[config.mk]
export PLATFORM = sky130hd
export DESIGN_NAME = stream_rr_scheduler
export DESIGN_NICKNAME = d
export VERILOG_FILES = /design/src/rtl/arb_pkg.sv /design/src/rtl/arb_rr_pick.sv /design/src/rtl/stream_rr_scheduler.sv
export SDC_FILE = /design/constraint.sdc
export NUM_CORES = 1
export LEC_CHECK = 0
export BUFFER_PORTS_ARGS = -buffer_cell sky130_fd_sc_hd__buf_2
export CAP_MARGIN = 20
export CORE_UTILIZATION = 42
export DETAILED_ROUTE_END_ITERATION = 16
export PLACE_DENSITY = 0.76
export SLEW_MARGIN = 30
export SYNTH_ARGS = -nofsm -noshare
export SYNTH_HDL_FRONTEND = slang
export SYNTH_SLANG_ARGS = --single-unit
[constraint.sdc]
create_clock -name clk -period 2.5 [get_ports clk]
set_input_delay 0.25 -clock clk [delete_from_list [all_inputs] [get_ports clk]]
set_output_delay 0.25 -clock clk [all_outputs]
set_load 0.01 [all_outputs]
[src/rtl/arb_pkg.sv]
// Shared types for the two-requester stream scheduler: FSM states, mode/source types,
// and the state a given source is granted into.
package arb_pkg;

  typedef enum logic [1:0] {
    IDLE = 2'd0,
    GNT0 = 2'd1,
    GNT1 = 2'd2
  } arb_state_t;

  typedef logic [1:0] arb_mode_t;
  typedef logic       arb_src_t;

  localparam arb_src_t SRC0 = 1'b0;
  localparam arb_src_t SRC1 = 1'b1;

  function automatic arb_state_t gnt_state(input arb_src_t src);
    return (src == SRC1) ? GNT1 : GNT0;
  endfunction

endpackage

[src/rtl/arb_rr_pick.sv]
// Two-way round-robin picker: on a tie the requester that did not go last wins.
module arb_rr_pick
  import arb_pkg::*;
(
  input  logic     i_req0,
  input  logic     i_req1,
  input  arb_src_t i_last_src,
  output logic     o_gnt_valid,
  output arb_src_t o_gnt_src
);

  always_comb begin
    o_gnt_valid = i_req0 | i_req1;
    o_gnt_src   = SRC0;
    if (i_req0 && i_req1)
      o_gnt_src = ~i_last_src;
    else if (i_req1)
      o_gnt_src = SRC1;
  end

endmodule

[src/rtl/stream_rr_scheduler.sv]
// Packet-locked round-robin scheduler sharing the processing-FIFO write port between slv0/slv1.
// Optional idle-grant watchdog enabled by defining ARB_WATCHDOG_EN.
//
// state | meaning
// IDLE  | no grant; picks the next requester from the mode inputs
// GNT0  | slv0 owns the FIFO write port until last, burst cap, mstr_cmplt or watchdog
// GNT1  | slv1 owns the FIFO write port, same release rules
module stream_rr_scheduler
  import arb_pkg::*;
#(
  parameter int DW        = 32,
  parameter int PV_W      = 8,
  parameter int BURST_MAX = 16
`ifdef ARB_WATCHDOG_EN
  ,
  parameter int WD_CYC    = 255
`endif
) (
  input  logic            clk,
  input  logic            rst_n,
  input  logic [1:0]      slv0_mode,
  input  logic            slv0_valid,
  input  logic [DW-1:0]   slv0_data,
  input  logic [PV_W-1:0] slv0_proc_val,
  input  logic            slv0_last,
  output logic            slv0_ready,
  input  logic [1:0]      slv1_mode,
  input  logic            slv1_valid,
  input  logic [DW-1:0]   slv1_data,
  input  logic [PV_W-1:0] slv1_proc_val,
  input  logic            slv1_last,
  output logic            slv1_ready,
  input  logic            fifo_full,
  input  logic            mstr_cmplt,
  output logic            out_valid,
  output logic [DW-1:0]   out_data,
  output logic [PV_W-1:0] out_proc_val,
  output logic [1:0]      out_mode,
  output logic            out_src,
  output logic            out_last,
  output logic            busy,
  output logic            wd_timeout
);

  localparam int CW = $clog2(BURST_MAX + 1);
  localparam logic [CW-1:0] CAP = CW'(BURST_MAX - 1);

  arb_state_t    r_state, w_state_nxt;
  arb_src_t      r_last_src, w_last_src_nxt;
  logic [CW-1:0] r_beat_cnt, w_beat_cnt_nxt;

  logic            r_out_valid;
  logic [DW-1:0]   r_out_data;
  logic [PV_W-1:0] r_out_proc_val;
  arb_mode_t       r_out_mode;
  arb_src_t        r_out_src;
  logic            r_out_last;

  logic     w_gnt0, w_gnt1, w_xfer, w_cur_last, w_release, w_wd_fire;
  arb_src_t w_cur_src, w_pick_last, w_pick_src;
  logic     w_pick_valid;

  assign w_gnt0     = (r_state == GNT0);
  assign w_gnt1     = (r_state == GNT1);
  assign slv0_ready = w_gnt0 && !fifo_full && !mstr_cmplt;
  assign slv1_ready = w_gnt1 && !fifo_full && !mstr_cmplt;
  assign w_xfer     = (slv0_valid && slv0_ready) || (slv1_valid && slv1_ready);
  assign w_cur_src  = w_gnt1 ? SRC1 : SRC0;
  assign w_cur_last = w_gnt1 ? slv1_last : slv0_last;
  assign w_release  = (w_xfer && (w_cur_last || (r_beat_cnt == CAP))) || w_wd_fire;

  // At release the outgoing source counts as "last", so a pending peer wins directly.
  assign w_pick_last = w_release ? w_cur_src : r_last_src;

  arb_rr_pick u_pick (
    .i_req0      (|slv0_mode),
    .i_req1      (|slv1_mode),
    .i_last_src  (w_pick_last),
    .o_gnt_valid (w_pick_valid),
    .o_gnt_src   (w_pick_src)
  );

  always_comb begin
    w_state_nxt    = r_state;
    w_last_src_nxt = r_last_src;
    w_beat_cnt_nxt = r_beat_cnt;
    case (r_state)
      IDLE: begin
        if (!mstr_cmplt && w_pick_valid) begin
          w_state_nxt    = gnt_state(w_pick_src);
          w_beat_cnt_nxt = '0;
        end
      end
      GNT0, GNT1: begin
        if (mstr_cmplt) begin
          w_state_nxt    = IDLE;
          w_last_src_nxt = w_cur_src;
          w_beat_cnt_nxt = '0;
        end else if (w_release) begin
          w_state_nxt    = w_pick_valid ? gnt_state(w_pick_src) : IDLE;
          w_last_src_nxt = w_cur_src;
          w_beat_cnt_nxt = '0;
        end else if (w_xfer) begin
          w_beat_cnt_nxt = r_beat_cnt + CW'(1);
        end
      end
      default: begin
        w_state_nxt    = IDLE;
        w_beat_cnt_nxt = '0;
      end
    endcase
  end

  always_ff @(posedge clk or negedge rst_n) begin
    if (!rst_n) begin
      r_state    <= IDLE;
      r_last_src <= SRC1;
      r_beat_cnt <= '0;
    end else begin
      r_state    <= w_state_nxt;
      r_last_src <= w_last_src_nxt;
      r_beat_cnt <= w_beat_cnt_nxt;
    end
  end

  always_ff @(posedge clk or negedge rst_n) begin
    if (!rst_n) begin
      r_out_valid    <= 1'b0;
      r_out_data     <= '0;
      r_out_proc_val <= '0;
      r_out_mode     <= '0;
      r_out_src      <= SRC0;
      r_out_last     <= 1'b0;
    end else begin
      r_out_valid <= w_xfer;
      if (w_xfer) begin
        r_out_data     <= w_gnt1 ? slv1_data : slv0_data;
        r_out_proc_val <= w_gnt1 ? slv1_proc_val : slv0_proc_val;
        r_out_mode     <= w_gnt1 ? slv1_mode : slv0_mode;
        r_out_src      <= w_cur_src;
        r_out_last     <= w_cur_last;
      end
    end
  end

`ifdef ARB_WATCHDOG_EN
  localparam int WW = $clog2(WD_CYC + 1);

  logic [WW-1:0] r_wd_cnt;
  logic          r_wd_timeout;
  logic          w_wd_idle;

  assign w_wd_idle = (r_state != IDLE) && !(w_gnt1 ? slv1_valid : slv0_valid) && !fifo_full;
  assign w_wd_fire = w_wd_idle && !mstr_cmplt && (r_wd_cnt == WW'(WD_CYC - 1));

  always_ff @(posedge clk or negedge rst_n) begin
    if (!rst_n) begin
      r_wd_cnt     <= '0;
      r_wd_timeout <= 1'b0;
    end else begin
      r_wd_timeout <= w_wd_fire;
      if (!w_wd_idle || w_wd_fire || mstr_cmplt)
        r_wd_cnt <= '0;
      else
        r_wd_cnt <= r_wd_cnt + WW'(1);
    end
  end

  assign wd_timeout = r_wd_timeout;
`else
  assign w_wd_fire  = 1'b0;
  assign wd_timeout = 1'b0;
`endif

  assign out_valid    = r_out_valid;
  assign out_data     = r_out_data;
  assign out_proc_val = r_out_proc_val;
  assign out_mode     = r_out_mode;
  assign out_src      = r_out_src;
  assign out_last     = r_out_last;
  assign busy         = (r_state != IDLE);

endmodule

==> results of run 1 <==
routing by layer:
metal	vias to the layer above	routed length (um)
met5	-	0
met4	0	50
met3	7	446
met2	91	2874
met1	982	2337
li1	1126	-
metrics by stage:
step	setup WS, ns	cell area (um^2)	cells	hold WS (ns)	total power, W
after floorplan	0.4989	2562	247	-0.04559	0.002554
after global placement	0.4065	3334	449	0.4078	0.003140
after detailed placement	0.3274	3334	449	0.4135	0.003212
after CTS	0.1514	3472	457	0.07295	0.003918
after global routing	0.05004	3472	457	0.09992	0.004179
final	0.1879	3472	457	0.03235	0.003855
cells by family after synthesis:
family / share of synthesized area (%)
other: 0.1463
AO/OA/AOI/OAI: 13.67
multiplexers: 18.07
buffers and inverters: 3.271
flip-flops: 51.81
adder cells (fa/ha/maj): 2.930
AND/OR/NAND/NOR: 10.11
worst register-to-register path: stages, from the launching register on:
cell and delay [ns]:
dfrtp_1 0.42, inv_1 0.11, ha_2 0.22, a22oi_1 0.17, a2111oi_4 0.50, mux2i_1 0.23, o22ai_1 0.11, o41ai_1 0.34
state kept, by name (all words and copies together), names as in the netlist:
signal / flops
out_valid: 1
out_src: 1
r_state: 2
out_proc_val: 8
out_mode: 2
r_beat_cnt: 5
out_data: 32
out_last: 1
r_last_src: 1
power by group through the flow:
stage	sequential [W]	combinational [W]	clock, W
detailed placement	0.00145	0.00176	0
floorplan	0.00164	0.000918	0
finish	0.00144	0.00173	0.000692
global placement	0.00144	0.00170	0
global route	0.00150	0.00193	0.000750
CTS	0.00144	0.00176	0.000717
area by class of cell:
cell class                      instances  share of cell area, %
Sequential cell                        53                  38.23
Tap cell                               75                  2.703
Timing Repair Buffer                  142                  21.05
Multi-Input combinational cell        173                  33.41
Clock inverter                          3                  1.982
Clock buffer                            5                  1.982
Inverter                                6                 0.6486
worst paths after layout:
kind                                    to  cells past startpoint  slack (ns)        startpoint
max                             slv1_ready                      5        0.19        r_state[0]
max reg2reg                     r_state[1]                      7        0.30        r_state[0]
min                        out_proc_val[4]                      2        0.03             rst_n
max in group asynchronous  out_proc_val[0]                      2        2.01             rst_n
min reg2reg                  r_beat_cnt[4]                      2        0.50     r_beat_cnt[4]
min in group clk           out_proc_val[2]                      3        0.23  slv0_proc_val[2]
synth_stat cells, drive strengths merged (4+ instances only):
library cell,number,share of area [%]
inv,6,0.88
nor2,44,6.4
o21ai,10,2.1
clkbuf,9,1.3
dfrtp,52,51
a21oi,43,8.4
nand2,4,0.59
ha,6,2.9
buf,6,1.1
mux2i,44,17
==> metrics.yaml, run 1 <==
place.gp.congestion: 0.7839
synth_edf_count: 0
drive_gt1_share_pct: 41.36
use_met1_pct: 20.10
fin_setup_tns_ns: 0
max_stage_delay_ns: 0.59
syn_area_per_cell_um2: 10.37
path_max_fanout: 46
setup_violations: 0
top_usage_layer: "met2"
drt_pass1_iterations: 4
final_cell_mix: "buf_2, dfrtp_1, mux2i_1, nor2_1, a21oi_1"
cts-root-buf: "clkbuf_8"
clockBufferDepth: 2
cap_violations: 0
ant_nets: 0
grt_usage_pct: 18.03
final_util_pct: 58.99
hpwl_mm: 4.199
ys_warn_count: 0
cp_data_required_time_ns: 2.25
num_vias: 2206
worst_pin_slew_ns: 0.7312
cp_top_family: "buffers and inverters"
htreeDepth: 2
power_frac_comb_pct: 44.8
synth_flop_cell: "dfrtp_1"
row_count: 28
irDropWorstVdd_v: 0.0006377
drt-total-wl_mm: 5.708
drc_errors: 0
slew_headroom_pct: 51.25
fin_crit_sh_pct: 92.48
dieArea_um2: 6418
antenna_found_initial: 0
fin_skew_ns: 0.004882
ys_async_sr_fraction_pct: 100.0
syn_to_final_growth_pct: 35.50
cp.buffers_inverters: 3
netlist_instances: 247
seqCellArea_um2: 1328
hold_path.class: "in -> async"
wl_per_cell_um: 12.49
nFillCells: 533
max_freq_mhz: 432.5
layout_commonest_cell: "buf_2"
rsz0062_at_grt: "no"
switching_power_w: 0.001423
status: "completed"
grt-ovfl-total: 0
power_density_nw_per_um2: 1110
endpoint_kind: "output port"
initial_core_util_pct: 43.54
grt_pass1_vias: 2063
boundaryPins: 141
hold_buffers: 0
synthDistinctLibCells: 33
start_kind: "register"
met2_usage_pct: 33.33
die_w_um: 80.11
p_clk_share_pct: 18.0
fp.dieH_um: 80.11
postCtsSetupRepairBufs: 0
grt_max_degree: 89
synth.ff_latch_count: 53
cp_cell_sequence: "inv_1 > ha_2 > buf_4 > nor3b_1 > buf_2"
grt_pass1_wl_mm: 8.914
cts_resized: 0
clock_latency_ns: 0.30
antenna_cells: 0
synth_seq_area_share_pct: 51.81
numCtsBuffers: 5
hold_viol: 0
core-area_um2: 5886
cp_data_arrival_time_ns: 2.06
grt_use_met3_pct: 4.886
p_seq_share_pct: 37.3
vias_per_cell: 4.827
synth_nets: 345
drv_slew: 0
power.internal_w: 0.002432
clk_pin_slew_ns: 0.09
crit_slowest_cell: "buf_4"
layout_min_cycle_time_ns: 2.312
power_leakage_nw: 1.676
drt_iter0_markers: 91
port_buffers: 139
swShare_pct: 36.91
crit_type: "reg -> out"
synth_area_um2: 2562
clock-sinks: 53
cts_tree: "built"
layout.nets: 479
multi_input_area_um2: 1160
(Power assumes the default switching activity.)
==> run 2, diff against run 1 <==
--- a/config.mk
+++ b/config.mk
@@ -5,6 +5,7 @@
 export SDC_FILE = /design/constraint.sdc
 export NUM_CORES = 1
 export LEC_CHECK = 0
+export ABC_AREA = 1
 export BUFFER_PORTS_ARGS = -buffer_cell sky130_fd_sc_hd__buf_2
 export CAP_MARGIN = 20
 export CORE_UTILIZATION = 42
==> metrics.yaml, run 2 <==
status: "completed"
cts_resized: 0
setup_violations: 0
grt_pass1_vias: 2328
synth_top_area_cell: "dfrtp_1"
max_freq_mhz: 437.1
cp_data_arrival_time_ns: 2.04
cap_violations: 0
drt_iter0_markers: 142
r2r_cells: 7
clock_latency_ns: 0.30
hpwl_mm: 4.806
synth_area_um2: 2633
slew_headroom_pct: 55.79
synth_flop_cell: "dfrtp_1"
final_area_um2: 3430
dieArea_um2: 6589
irDropWorstVdd_v: 0.0004347
reg2reg_from: "r_state[0]"
cp_data_required_time_ns: 2.25
worst_pin_slew_ns: 0.6632
ant_nets: 0
core-area_um2: 5991
netlist_instances: 327
start_kind: "register"
synth-compound-area-share_pct: 12.26
fin_setup_tns_ns: 0
p_clk_share_pct: 12.9
synth_mux_area_share_pct: 0
final_util_pct: 57.25
antenna_cells: 0
power_leakage_nw: 1.785
row_count: 28
clockBufferDepth: 2
clock-sinks: 53
vias_per_cell: 4.923
layout_commonest_cell: "buf_2"
htreeDepth: 2
fin_cells: 534
yosys.area_share.simple_pct: 26.90
postCtsSetupRepairBufs: 0
drt_pass1_iterations: 4
grt-ovfl-total: 0
drive_gt1_share_pct: 34.86
synth.ff_latch_count: 53
ys_warn_count: 0
synthDistinctLibCells: 25
fin_skew_ns: 0.008482
cts-root-buf: "clkbuf_8"
endpoint_kind: "output port"
synthTopCellsByCount: "nand2_1, nor2_1, dfrtp_1, a31oi_1, inv_1"
grt_pass1_wl_mm: 10.05
synth_top_family_by_area: "simple AND/OR/NAND/NOR gates"
dpl_cell_area_um2: 3343
cts_tree: "built"
synth_edf_count: 0
final_cell_mix: "buf_2, nand2_1, nor2_1, dfrtp_1, a31oi_1"
syn_area_per_cell_um2: 8.051
clk_pin_slew_ns: 0.10
dp.cells: 526
grt_usage_pct: 19.66
numCtsBuffers: 5
grt_max_degree: 54
syn_to_final_growth_pct: 30.28
swShare_pct: 41.73
drc_errors: 0
boundaryPins: 141
synth_top_area_share_pct: 49.43
rrSetupSlack_ns: 0.37
p_seq_share_pct: 39.4
power.internal_w: 0.002155
layout_min_cycle_time_ns: 2.288
power_frac_comb_pct: 47.6
synthTopCellsByArea: "dfrtp_1, nand2_1, a31oi_1"
synth_nets: 425
synthXorXnorAreaFrac_pct: 0
yosys.area_share.adder_pct: 2.852
antenna_found_initial: 0
drv_slew: 0
initial_core_util_pct: 43.94
power_density_nw_per_um2: 1078
path_max_fanout: 24
hold_viol: 0
rsz0062_at_grt: "no"
die_w_um: 81.17
crit_type: "reg -> out"
num_vias: 2629
fin_crit_sh_pct: 91.51
port_buffers: 139
layout.nets: 556
yosysMostFrequentCell: "nand2_1"
wl_per_cell_um: 12.09
fp.dieH_um: 81.17
largest_reg_flops: 32
synth_seq_area_share_pct: 50.43
ys_async_sr_fraction_pct: 100.0
timing.rr.end: "r_beat_cnt[0]"
drt-total-wl_mm: 6.457
hold_buffers: 0
hold_path.class: "in -> async"
switching_power_w: 0.001543
place.gp.congestion: 0.8244
run 2: cell count changes in the layout (fill, tap and decap cells not counted), sizes merged, moves of 8 or more:
cell and change:
mux2i -44, nand3 +8, inv +13, nand2 +103
o21ai -8, a21oi -39, nor2 +10, a31oi +43
run 2: how the worst max path moves through the flow:
stage	start	end	slack [ns]	cells after the start
global placement	r_state[0]	r_beat_cnt[1]	0.46	7
detailed placement	r_state[0]	r_beat_cnt[0]	0.39	7
finish	r_state[0]	slv1_ready	0.21	6
CTS	r_state[0]	slv1_ready	0.20	6
floorplan	r_beat_cnt[0]	r_state[1]	0.96	11
global route	r_state[0]	slv1_ready	0.05	6
run 2: layout make-up:
class	count	area, um^2
Sequential cell	53	1328
Multi-Input combinational cell	235	1115
Clock inverter	2	13.76
Tap cell	75	93.84
Clock buffer	6	72.57
Inverter	19	73.82
Fill cell	581	2561
Timing Repair Buffer	144	733.2
run 2: critical path, stage by stage, from the launching register on:
cell and delay, ns:
dfrtp_1 0.42, inv_1 0.09, ha_2 0.45, inv_4 0.19, buf_4 0.26, nor3_1 0.14, buf_2 0.15
run 2: cell families (layout without fill, tap and decap cells):
family / after synthesis / in the layout
AND/OR/NAND/NOR: 176 / 176
other: 1 / 1
buffers and inverters: 39 / 171
AO/OA/AOI/OAI: 52 / 52
adder cells (fa/ha/maj): 6 / 6
flip-flops: 53 / 53
run 2: through the flow:
step	hold WS, ns	total power (W)	worst slack, ns
after floorplan	-0.04559	0.002580	0.9632
after global placement	0.4089	0.003195	0.4612
after detailed placement	0.4147	0.003254	0.3949
after CTS	0.08186	0.003737	0.2037
after global routing	0.1130	0.004034	0.04603
final	0.06029	0.003698	0.2123
run 2: routing by layer:
layer  GRT usage, %  wire length (um)  vias up
li1               -                 -     1324
met1          24.64              2825     1191
met2          34.03              3067      104
met3          4.607               484       10
met4          4.821                80        0
met5              0                 0        -
run 2: power by group through the flow:
stage	Sequential, W	Clock (W)	Combinational (W)
6_report	0.00146	0.000478	0.00176
5_1_grt	0.00150	0.000536	0.00199
4_1_cts	0.00146	0.000498	0.00178
3_5_place_dp	0.00148	0	0.00178
3_3_place_gp	0.00146	0	0.00173
2_1_floorplan	0.00164	0	0.000939
